## config.mk

```make
export PLATFORM = sky130hd
export DESIGN_NAME = gold_code_receiver_flat
export DESIGN_NICKNAME = d
export VERILOG_FILES = /design/src/rtl/gold_pkg.sv /design/src/rtl/axistream_if.sv /design/src/rtl/gold_code_receiver_lfsr.sv /design/src/rtl/gold_code_receiver.sv /design/src/flat_wrapper.sv
export SDC_FILE = /design/constraint.sdc
export NUM_CORES = 1
export LEC_CHECK = 0
export CORE_MARGIN = 1
export CORE_UTILIZATION = 26
export CTS_BUF_LIST = sky130_fd_sc_hd__clkbuf_4 sky130_fd_sc_hd__clkbuf_8 sky130_fd_sc_hd__clkbuf_16
export DETAILED_ROUTE_END_ITERATION = 16
export RECOVER_POWER = 50
export SYNTH_ARGS = -nofsm -noshare
export SYNTH_HDL_FRONTEND = slang
export SYNTH_SLANG_ARGS = --single-unit
```

## constraint.sdc

```tcl
create_clock -name clkin -period 2.36 [get_ports clkin]
set_input_delay 0.59 -clock clkin [delete_from_list [all_inputs] [get_ports clkin]]
set_output_delay 0.59 -clock clkin [all_outputs]
set_load 0.01 [all_outputs]
```

## src/rtl/gold_pkg.sv

```systemverilog
// Shared definitions for the Gold-code receiver.
// It holds the default code geometry, the default m-sequence feedback
// polynomials, the LFSR seed, the shift-word type and the FSM state encoding.
// There are no ports.
package gold_pkg;

  localparam int GOLD_N      = 63;
  localparam int GOLD_LENGTH = 6;

  // Fibonacci tap masks. Bit j set means reg[j] feeds the XOR.
  // 100001 realises x^6+x+1 and 110011 realises x^6+x^5+x^2+x+1
  // (in reciprocal form). Together they form a preferred pair.
  localparam logic [GOLD_LENGTH-1:0] GOLD_POLY1 = 6'b100001;
  localparam logic [GOLD_LENGTH-1:0] GOLD_POLY2 = 6'b110011;
  localparam logic [GOLD_LENGTH-1:0] GOLD_SEED  = '1;

  typedef logic [GOLD_LENGTH-1:0] shift_t;

  typedef enum logic [1:0] {
    IDLE,
    ALIGN,
    GEN
  } state_t;

endpackage

```

## src/rtl/axistream_if.sv

```systemverilog
// Minimal AXI-stream bundle carrying tvalid, tready and tdata.
// Ports: none. It carries the signals only.
//   master modport : drives tvalid and tdata, and samples tready
//   slave  modport : samples tvalid and tdata, and drives tready
interface axistream_if #(
  parameter int DATA_W = 8
);
  logic              tvalid;
  logic              tready;
  logic [DATA_W-1:0] tdata;

  modport master (output tvalid, output tdata, input tready);
  modport slave  (input tvalid, input tdata, output tready);
endinterface

```

## src/rtl/gold_code_receiver_lfsr.sv

```systemverilog
// gold_lfsr: Fibonacci LFSR with synchronous load and step controls.
// Ports:
//   clk_i  : clock
//   rst_ni : asynchronous active-low reset. It loads SEED.
//   load_i : reload SEED (this has priority over step_i)
//   step_i : advance one position, new_bit = ^(reg & POLY), shifted in at the MSB
//   bit0_o : bit 0 that the register will hold after the coming clock edge.
//            This lets the parent register its chip output without adding a
//            pipeline stage.
module gold_lfsr #(
  parameter int                 LENGTH = 6,
  parameter logic [LENGTH-1:0]  POLY   = 6'b100001,
  parameter logic [LENGTH-1:0]  SEED   = '1
) (
  input  logic clk_i,
  input  logic rst_ni,
  input  logic load_i,
  input  logic step_i,
  output logic bit0_o
);

  logic [LENGTH-1:0] state_q, state_d;

  // The feedback is the parity of the tapped bits. The register shifts toward bit 0.
  always_comb begin
    state_d = state_q;
    if (load_i) begin
      state_d = SEED;
    end else if (step_i) begin
      state_d = {^(state_q & POLY), state_q[LENGTH-1:1]};
    end
  end

  always_ff @(posedge clk_i or negedge rst_ni) begin
    if (!rst_ni) begin
      state_q <= SEED;
    end else begin
      state_q <= state_d;
    end
  end

  assign bit0_o = state_d[0];

endmodule

```

## src/rtl/gold_code_receiver.sv

```systemverilog
// gold_code_receiver: This block accepts shift words k over AXI-stream. For each
// legal k it emits one N-chip Gold code serially. The code is m1 XOR (m2 advanced by k).
// Ports:
//   clkin       : system clock
//   rstn        : asynchronous active-low reset
//   s_axis      : shift-word input (tvalid/tready/tdata). k = tdata[LENGTH-1:0].
//   chip        : current Gold chip
//   chip_valid  : chip is valid this cycle
//   code_start  : marks chip index 0
//   code_last   : marks chip index N-1
//   code_shift  : k of the current code. It is held until the next legal accept.
//   shift_err   : one-cycle pulse after an illegal k (k >= N) is accepted
// Optional (macro GOLD_RX_STATS_EN):
//   ones_cnt    : number of 1-chips in the code that has just finished
//   stats_valid : one-cycle pulse on the cycle after code_last
// All outputs are registered.
module gold_code_receiver
  import gold_pkg::*;
#(
  parameter int                N      = GOLD_N,
  parameter int                LENGTH = $clog2(N),
  parameter logic [LENGTH-1:0] POLY1  = GOLD_POLY1,
  parameter logic [LENGTH-1:0] POLY2  = GOLD_POLY2,
  parameter logic [LENGTH-1:0] SEED   = GOLD_SEED
) (
  input  logic              clkin,
  input  logic              rstn,
  axistream_if.slave        s_axis,
  output logic              chip,
  output logic              chip_valid,
  output logic              code_start,
  output logic              code_last,
  output logic [LENGTH-1:0] code_shift,
  output logic              shift_err
`ifdef GOLD_RX_STATS_EN
  ,
  output logic [LENGTH:0]   ones_cnt,
  output logic              stats_valid
`endif
);

  localparam logic [LENGTH-1:0] LAST_IDX = LENGTH'(N - 1);

  state_t            state_q, state_d;
  logic [LENGTH-1:0] cnt_q, cnt_d;
  logic [LENGTH-1:0] shift_q, shift_d;
  logic              tready_q, tready_d;
  logic              chip_q, chip_d;
  logic              chip_valid_q, chip_valid_d;
  logic              code_start_q, code_start_d;
  logic              code_last_q, code_last_d;
  logic              shift_err_q, shift_err_d;

  logic [LENGTH-1:0] k;
  logic              accept;
  logic              lfsr_load;
  logic              m1_step;
  logic              m2_step;
  logic              m1_bit;
  logic              m2_bit;

  assign k      = s_axis.tdata[LENGTH-1:0];
  assign accept = s_axis.tvalid && tready_q;

  gold_lfsr #(.LENGTH(LENGTH), .POLY(POLY1), .SEED(SEED)) u_m1 (
    .clk_i  (clkin),
    .rst_ni (rstn),
    .load_i (lfsr_load),
    .step_i (m1_step),
    .bit0_o (m1_bit)
  );

  gold_lfsr #(.LENGTH(LENGTH), .POLY(POLY2), .SEED(SEED)) u_m2 (
    .clk_i  (clkin),
    .rst_ni (rstn),
    .load_i (lfsr_load),
    .step_i (m2_step),
    .bit0_o (m2_bit)
  );

  // cnt_q serves two purposes. In ALIGN it counts down the remaining m2 advances.
  // In GEN it counts up as the chip index.
  always_comb begin
    state_d     = state_q;
    cnt_d       = cnt_q;
    shift_d     = shift_q;
    shift_err_d = 1'b0;
    lfsr_load   = 1'b0;
    m1_step     = 1'b0;
    m2_step     = 1'b0;

    unique case (state_q)
      IDLE: begin
        if (accept) begin
          if (k <= LAST_IDX) begin
            shift_d   = k;
            lfsr_load = 1'b1;
            cnt_d     = k;
            state_d   = (k == '0) ? GEN : ALIGN;
          end else begin
            shift_err_d = 1'b1;
          end
        end
      end
      ALIGN: begin
        m2_step = 1'b1;
        cnt_d   = cnt_q - 1'b1;
        if (cnt_q == LENGTH'(1)) begin
          state_d = GEN;
          cnt_d   = '0;
        end
      end
      GEN: begin
        m1_step = 1'b1;
        m2_step = 1'b1;
        cnt_d   = cnt_q + 1'b1;
        if (cnt_q == LAST_IDX) begin
          state_d = IDLE;
          cnt_d   = '0;
        end
      end
      default: begin
        state_d = IDLE;
        cnt_d   = '0;
      end
    endcase
  end

  // The outputs are computed from the next state and the post-edge LFSR bits.
  // This means each registered output describes the cycle that follows the edge.
  always_comb begin
    tready_d     = (state_d == IDLE);
    chip_valid_d = (state_d == GEN);
    chip_d       = chip_valid_d & (m1_bit ^ m2_bit);
    code_start_d = chip_valid_d && (cnt_d == '0);
    code_last_d  = chip_valid_d && (cnt_d == LAST_IDX);
  end

  // State register and registered outputs. Reset aborts any code in flight.
  always_ff @(posedge clkin or negedge rstn) begin
    if (!rstn) begin
      state_q      <= IDLE;
      cnt_q        <= '0;
      shift_q      <= '0;
      tready_q     <= 1'b0;
      chip_q       <= 1'b0;
      chip_valid_q <= 1'b0;
      code_start_q <= 1'b0;
      code_last_q  <= 1'b0;
      shift_err_q  <= 1'b0;
    end else begin
      state_q      <= state_d;
      cnt_q        <= cnt_d;
      shift_q      <= shift_d;
      tready_q     <= tready_d;
      chip_q       <= chip_d;
      chip_valid_q <= chip_valid_d;
      code_start_q <= code_start_d;
      code_last_q  <= code_last_d;
      shift_err_q  <= shift_err_d;
    end
  end

  assign s_axis.tready = tready_q;
  assign chip          = chip_q;
  assign chip_valid    = chip_valid_q;
  assign code_start    = code_start_q;
  assign code_last     = code_last_q;
  assign code_shift    = shift_q;
  assign shift_err     = shift_err_q;

`ifdef GOLD_RX_STATS_EN
  logic [LENGTH:0] ones_acc_q;
  logic [LENGTH:0] ones_cnt_q;
  logic            stats_valid_q;

  // The accumulator restarts on code_start. On code_last the final chip is
  // folded in as the total is captured, so the total appears one cycle later.
  always_ff @(posedge clkin or negedge rstn) begin
    if (!rstn) begin
      ones_acc_q    <= '0;
      ones_cnt_q    <= '0;
      stats_valid_q <= 1'b0;
    end else begin
      stats_valid_q <= code_last_q;
      if (code_start_q) begin
        ones_acc_q <= {{LENGTH{1'b0}}, chip_q};
      end else if (chip_valid_q) begin
        ones_acc_q <= ones_acc_q + {{LENGTH{1'b0}}, chip_q};
      end
      if (code_last_q) begin
        ones_cnt_q <= ones_acc_q + {{LENGTH{1'b0}}, chip_q};
      end
    end
  end

  assign ones_cnt    = ones_cnt_q;
  assign stats_valid = stats_valid_q;
`endif

endmodule

```

## src/flat_wrapper.sv

```systemverilog
// flat-port wrapper written by rule: the top's interface ports become plain ports
module gold_code_receiver_flat import gold_pkg::*;
#(
  parameter int                N      = GOLD_N,
  parameter int                LENGTH = $clog2(N),
  parameter logic [LENGTH-1:0] POLY1  = GOLD_POLY1,
  parameter logic [LENGTH-1:0] POLY2  = GOLD_POLY2,
  parameter logic [LENGTH-1:0] SEED   = GOLD_SEED
)
  (clkin, rstn, chip, chip_valid, code_start, code_last, code_shift, shift_err, s_axis_tvalid, s_axis_tdata, s_axis_tready);
  axistream_if #(.DATA_W(8)) s_axis_i ();
  input  logic clkin;
  input  logic rstn;
  output logic chip;
  output logic chip_valid;
  output logic code_start;
  output logic code_last;
  output logic [LENGTH-1:0] code_shift;
  output logic shift_err;
  input wire logic [$bits(s_axis_i.tvalid)-1:0] s_axis_tvalid;
  input wire logic [$bits(s_axis_i.tdata)-1:0] s_axis_tdata;
  output wire logic [$bits(s_axis_i.tready)-1:0] s_axis_tready;
  assign s_axis_i.tvalid = s_axis_tvalid;
  assign s_axis_i.tdata = s_axis_tdata;
  assign s_axis_tready = s_axis_i.tready;
  gold_code_receiver #(.N(N), .LENGTH(LENGTH), .POLY1(POLY1), .POLY2(POLY2), .SEED(SEED)) u_core (.clkin(clkin), .rstn(rstn), .s_axis(s_axis_i), .chip(chip), .chip_valid(chip_valid), .code_start(code_start), .code_last(code_last), .code_shift(code_shift), .shift_err(shift_err));
endmodule
```

==> results list <==
- TritonCTS built the clock tree.
- The H-tree was split into 2 levels.
* Post-DR vias/cell: 4.63
- Leakage: 0.00107 uW
- The worst setup path is launched from an input port.
* Max clock buf depth: 2
- The die covers between 7000 and 8000 um2.
* Number of cells after detailed placement: ~330
- GP Congestion: 0.854
- Path class of the lowest-slack min-delay path: register to register
- Critical path data required time: ~2600 ps
- Clock group share of total power: about 14%
- WHS: a little under 500 ps
- Register-to-Register Setup Slack: between 100 and 150 ps
- Register share of total power: approximately 30%
- Final setup skew: 1.90 ps
- Cells fill a little under two fifths of the core in the end.
* Cell chosen for the clock root: sky130_fd_sc_hd__clkbuf_8
- Adding up every negative setup slack in the final design gives 0 ps.
- Clock slew at reported path FFs: about 70 ps
- Growth of design area from synthesis to finish: 34.2%
- Count of synthesis-stage warnings from yosys: 0
- Combinational cells account for 57.0% of the total power.
- Final setup violating endpoints: 0
* Met1 wire length: 1970 um
- The analysis attributes to net switching a power of 1330 uW.
* Cell type contributing the most total cell area after synthesis: sky130_fd_sc_hd__dfrtp_1
* Netlist cell types: 54
- The final count of hold timing violations is 0.
- Sum of net half-perimeters after detailed placement: about 3100 um
* Stage delay of the slowest cell on the critical path: approximately 520 ps
- In the post-synthesis netlist, the biggest area contributors are sky130_fd_sc_hd__dfrtp_1, sky130_fd_sc_hd__dfstp_2, sky130_fd_sc_hd__mux2i_1.
* Number of instances in the synthesized netlist: around 190
- The internal portion of the total power is 1990 uW.
* Row Count: 30
- Initial Utilization: between 20% and 30%
- In the final design database the tool counted 261 nets.
* Number of antenna violations at the first check in global routing: 0
- In the final routed layout, each cell accounts on average for 12.4 um.
* Floorplan die height: 87.2 um
- After synthesis the cells add up to ~1900 um2.
- All-layer global routing usage: between 10% and 20%
- Final period utilization: 95.7%
- Share of async-settable or async-resettable flops after synthesis: 100%
- In the routed design, unresolved DRC markers number 0.
* Vias: approximately 1600
- Layout cells sized above 1: 33.3%
- Sequence of cells on the critical path: clkdlybuf4s50_1 > nand2_2 > buf_4 > a21oi_1 > o221ai_1 > and3b_4 > or4b_4 > nor4_4
* Critical-path cell with the highest stage delay: sky130_fd_sc_hd__or4b_4
- Maxcap violations: 0
- The average instance in the mapped netlist occupies ~9.8 um2.
- Counting flops and latches in the post-synthesis netlist gives 32.
* Crit path kind: input port to register
* Count of port buffers added during placement: 20
- Post-Synthesis Net Count: around 210
- Cts bufs inserted: 5
* Sequential-to-total area share from yosys stat: between 40% and 50%
- The worst setup path is captured at a register.
* Total Wirelength: around 4200 um
- Counting flops with a built-in enable in the synthesized netlist gives 0.
- Pin count of the biggest net entering global routing: 33
* Total iterations of the first detailed-routing run: 4
* Switching Share: about two fifths
- The flow ran to the end, and the final reports show no timing, DRC or antenna violations.
- At the pin with the least slew margin, the transition time is between 700 and 800 ps.
* Final max-slew violation count: 0
* Core box area: just under 7000 um2
- The commonest cells after synthesis are sky130_fd_sc_hd__dfrtp_1, sky130_fd_sc_hd__nand2_1, sky130_fd_sc_hd__nor2_1.
- The floorplan step set the die width to between 80 and 90 um.
* Power consumption: around 3300 uW
- Wire length on met2: around 2100 um
- Arrival time worst endpoint: roughly 2500 ps
- Minimum clock period: between 2000 and 2500 ps
- Headroom to the max-slew limit came out at 48.2%.
* Peak supply drop: between 0.0004 and 0.0005 V
- Achievable frequency: around 0.44 GHz
- Top routing layer in use: met4
- The later pin in the worst-skew pair is clocked with a latency of around 280 ps.
- DR iter-0 viols: between 100 and 150
- Along the worst path, the maximum fanout reaches 8.
- Sinks on the clock net: 32
- Of the post-synthesis cell area, the dominant cell type holds roughly a quarter.
- 23 I/O pins were placed.
- The number of antenna diodes in the final layout is 0.
- Power per Cell Area: between 1000 and 1500 nW/um2
* Global-route wire length before repair: 7390 um
* Remaining number of nets flagged by the antenna check after routing: 0
* Unrepaired setup endpoints after global routing: false
- Global routing finished with a remaining overflow of 0.
* Vias in the first global route: approximately 1500
* Primary FF master, synth: sky130_fd_sc_hd__dfrtp_1
* Final non-filler cell total: about 340
- Met3 layer wire length in the routed design: between 100 and 150 um
[what timing repair did]
item | in CTS | in global routing
endpoints found under the setup margin | 1 | 3
gates resized for setup | 1 | 8
hold buffers | 0 | 0
setup buffers | 1 | 1
pin swaps | 2 | 1
[cells in the final DEF (no fill, tap or decap), types with 2 or more instances in the layout]
master and count:
sky130_fd_sc_hd__ha_2 2, sky130_fd_sc_hd__xnor2_1 2, sky130_fd_sc_hd__a21oi_1 14, sky130_fd_sc_hd__o21ai_2 2, sky130_fd_sc_hd__xor2_1 2, sky130_fd_sc_hd__nor2_1 15
sky130_fd_sc_hd__dfstp_2 12, sky130_fd_sc_hd__nand4_1 4, sky130_fd_sc_hd__nand2_1 20, sky130_fd_sc_hd__buf_4 32, sky130_fd_sc_hd__o21bai_1 2, sky130_fd_sc_hd__nor3_1 2
sky130_fd_sc_hd__o21ai_0 9, sky130_fd_sc_hd__a31oi_1 3, sky130_fd_sc_hd__dlygate4sd3_1 4, sky130_fd_sc_hd__inv_1 10, sky130_fd_sc_hd__nand2_2 2, sky130_fd_sc_hd__a211oi_1 3
sky130_fd_sc_hd__dfrtp_1 19, sky130_fd_sc_hd__nand3_1 5, sky130_fd_sc_hd__clkdlybuf4s50_1 15, sky130_fd_sc_hd__ha_1 6, sky130_fd_sc_hd__and3_1 2, sky130_fd_sc_hd__clkbuf_8 6
sky130_fd_sc_hd__mux2_2 5, sky130_fd_sc_hd__mux2i_1 11
[sequential cells by signal (all words and copies together) (netlist names)]
signal,count
u_core.code_start,1
u_core.code_shift,6
u_core.chip,1
u_core.u_m2.state_q,6
u_core.shift_err,1
u_core.state_q,2
u_core.s_axis.tready,1
u_core.code_last,1
u_core.chip_valid,1
u_core.u_m1.state_q,6
u_core.cnt_q,6
[critical path: cells and delay by family]
family	cells	cell delay, ps
simple gates	4	940
buf+inv	2	660
compound gates	2	250
[final cells by class]
type	count	area [um2]
tap	96	120
timing repair buffer	53	448
clock buffer	7	90.1
sequential	32	817
inverter	10	37.5
clock inverter	1	7.51
multi-input combinational	140	1020
fill	719	4370
[worst paths after layout]
kind,startpoint,endpoint,cells after the start
worst max register to register,u_core.cnt_q[0]$_DFF_PN0_,u_core.code_last$_DFF_PN0_,7
min in group asynchronous,rstn,u_core.code_shift[5]$_DFFE_PN0P_,2
worst max-delay path,s_axis_tvalid,u_core.code_last$_DFF_PN0_,8
worst min register to register,u_core.code_shift[2]$_DFFE_PN0P_,u_core.code_shift[2]$_DFFE_PN0P_,2
max in group asynchronous,rstn,u_core.cnt_q[0]$_DFF_PN0_,2
worst min-delay path,u_core.code_shift[2]$_DFFE_PN0P_,u_core.code_shift[2]$_DFFE_PN0P_,2
[stage by stage]
step	instance area [um2]	worst slack [ps]
after floorplan	1890	119
after global placement	2390	-305
after detailed placement	2390	-349
after CTS	2500	10.0
after global routing	2540	4.25
final	2540	101
[power groups by stage]
stage / Combinational [uW] / Clock (uW) / Sequential (uW)
final: 1890 / 450 / 979
after global placement: 1770 / 0 / 986
after CTS: 1830 / 470 / 976
after detailed placement: 1800 / 0 / 985
after floorplan: 1160 / 0 / 941
after global routing: 2100 / 490 / 1010
[cell families after synthesis]
kind of cell | after synthesis | share of synthesized area (%)
AND/OR/NAND/NOR | 65 | 18.7
AO/OA/AOI/OAI | 47 | 17.5
flip-flops | 32 | 43.2
buffers and inverters | 20 | 4.70
multiplexers | 16 | 8.81
adder cells (fa/ha/maj) | 8 | 5.30
XOR/XNOR | 4 | 1.85
[routing by layer]
| metal | up-vias | track usage [%] |
|---|---|---|
| li1 | 785 | - |
| met1 | 764 | 16.5 |
| met2 | 18 | 20.2 |
| met3 | 4 | 2.84 |
| met4 | 0 | 5.66 |
| met5 | - | 0 |
Power figures use the tool's default switching activity.
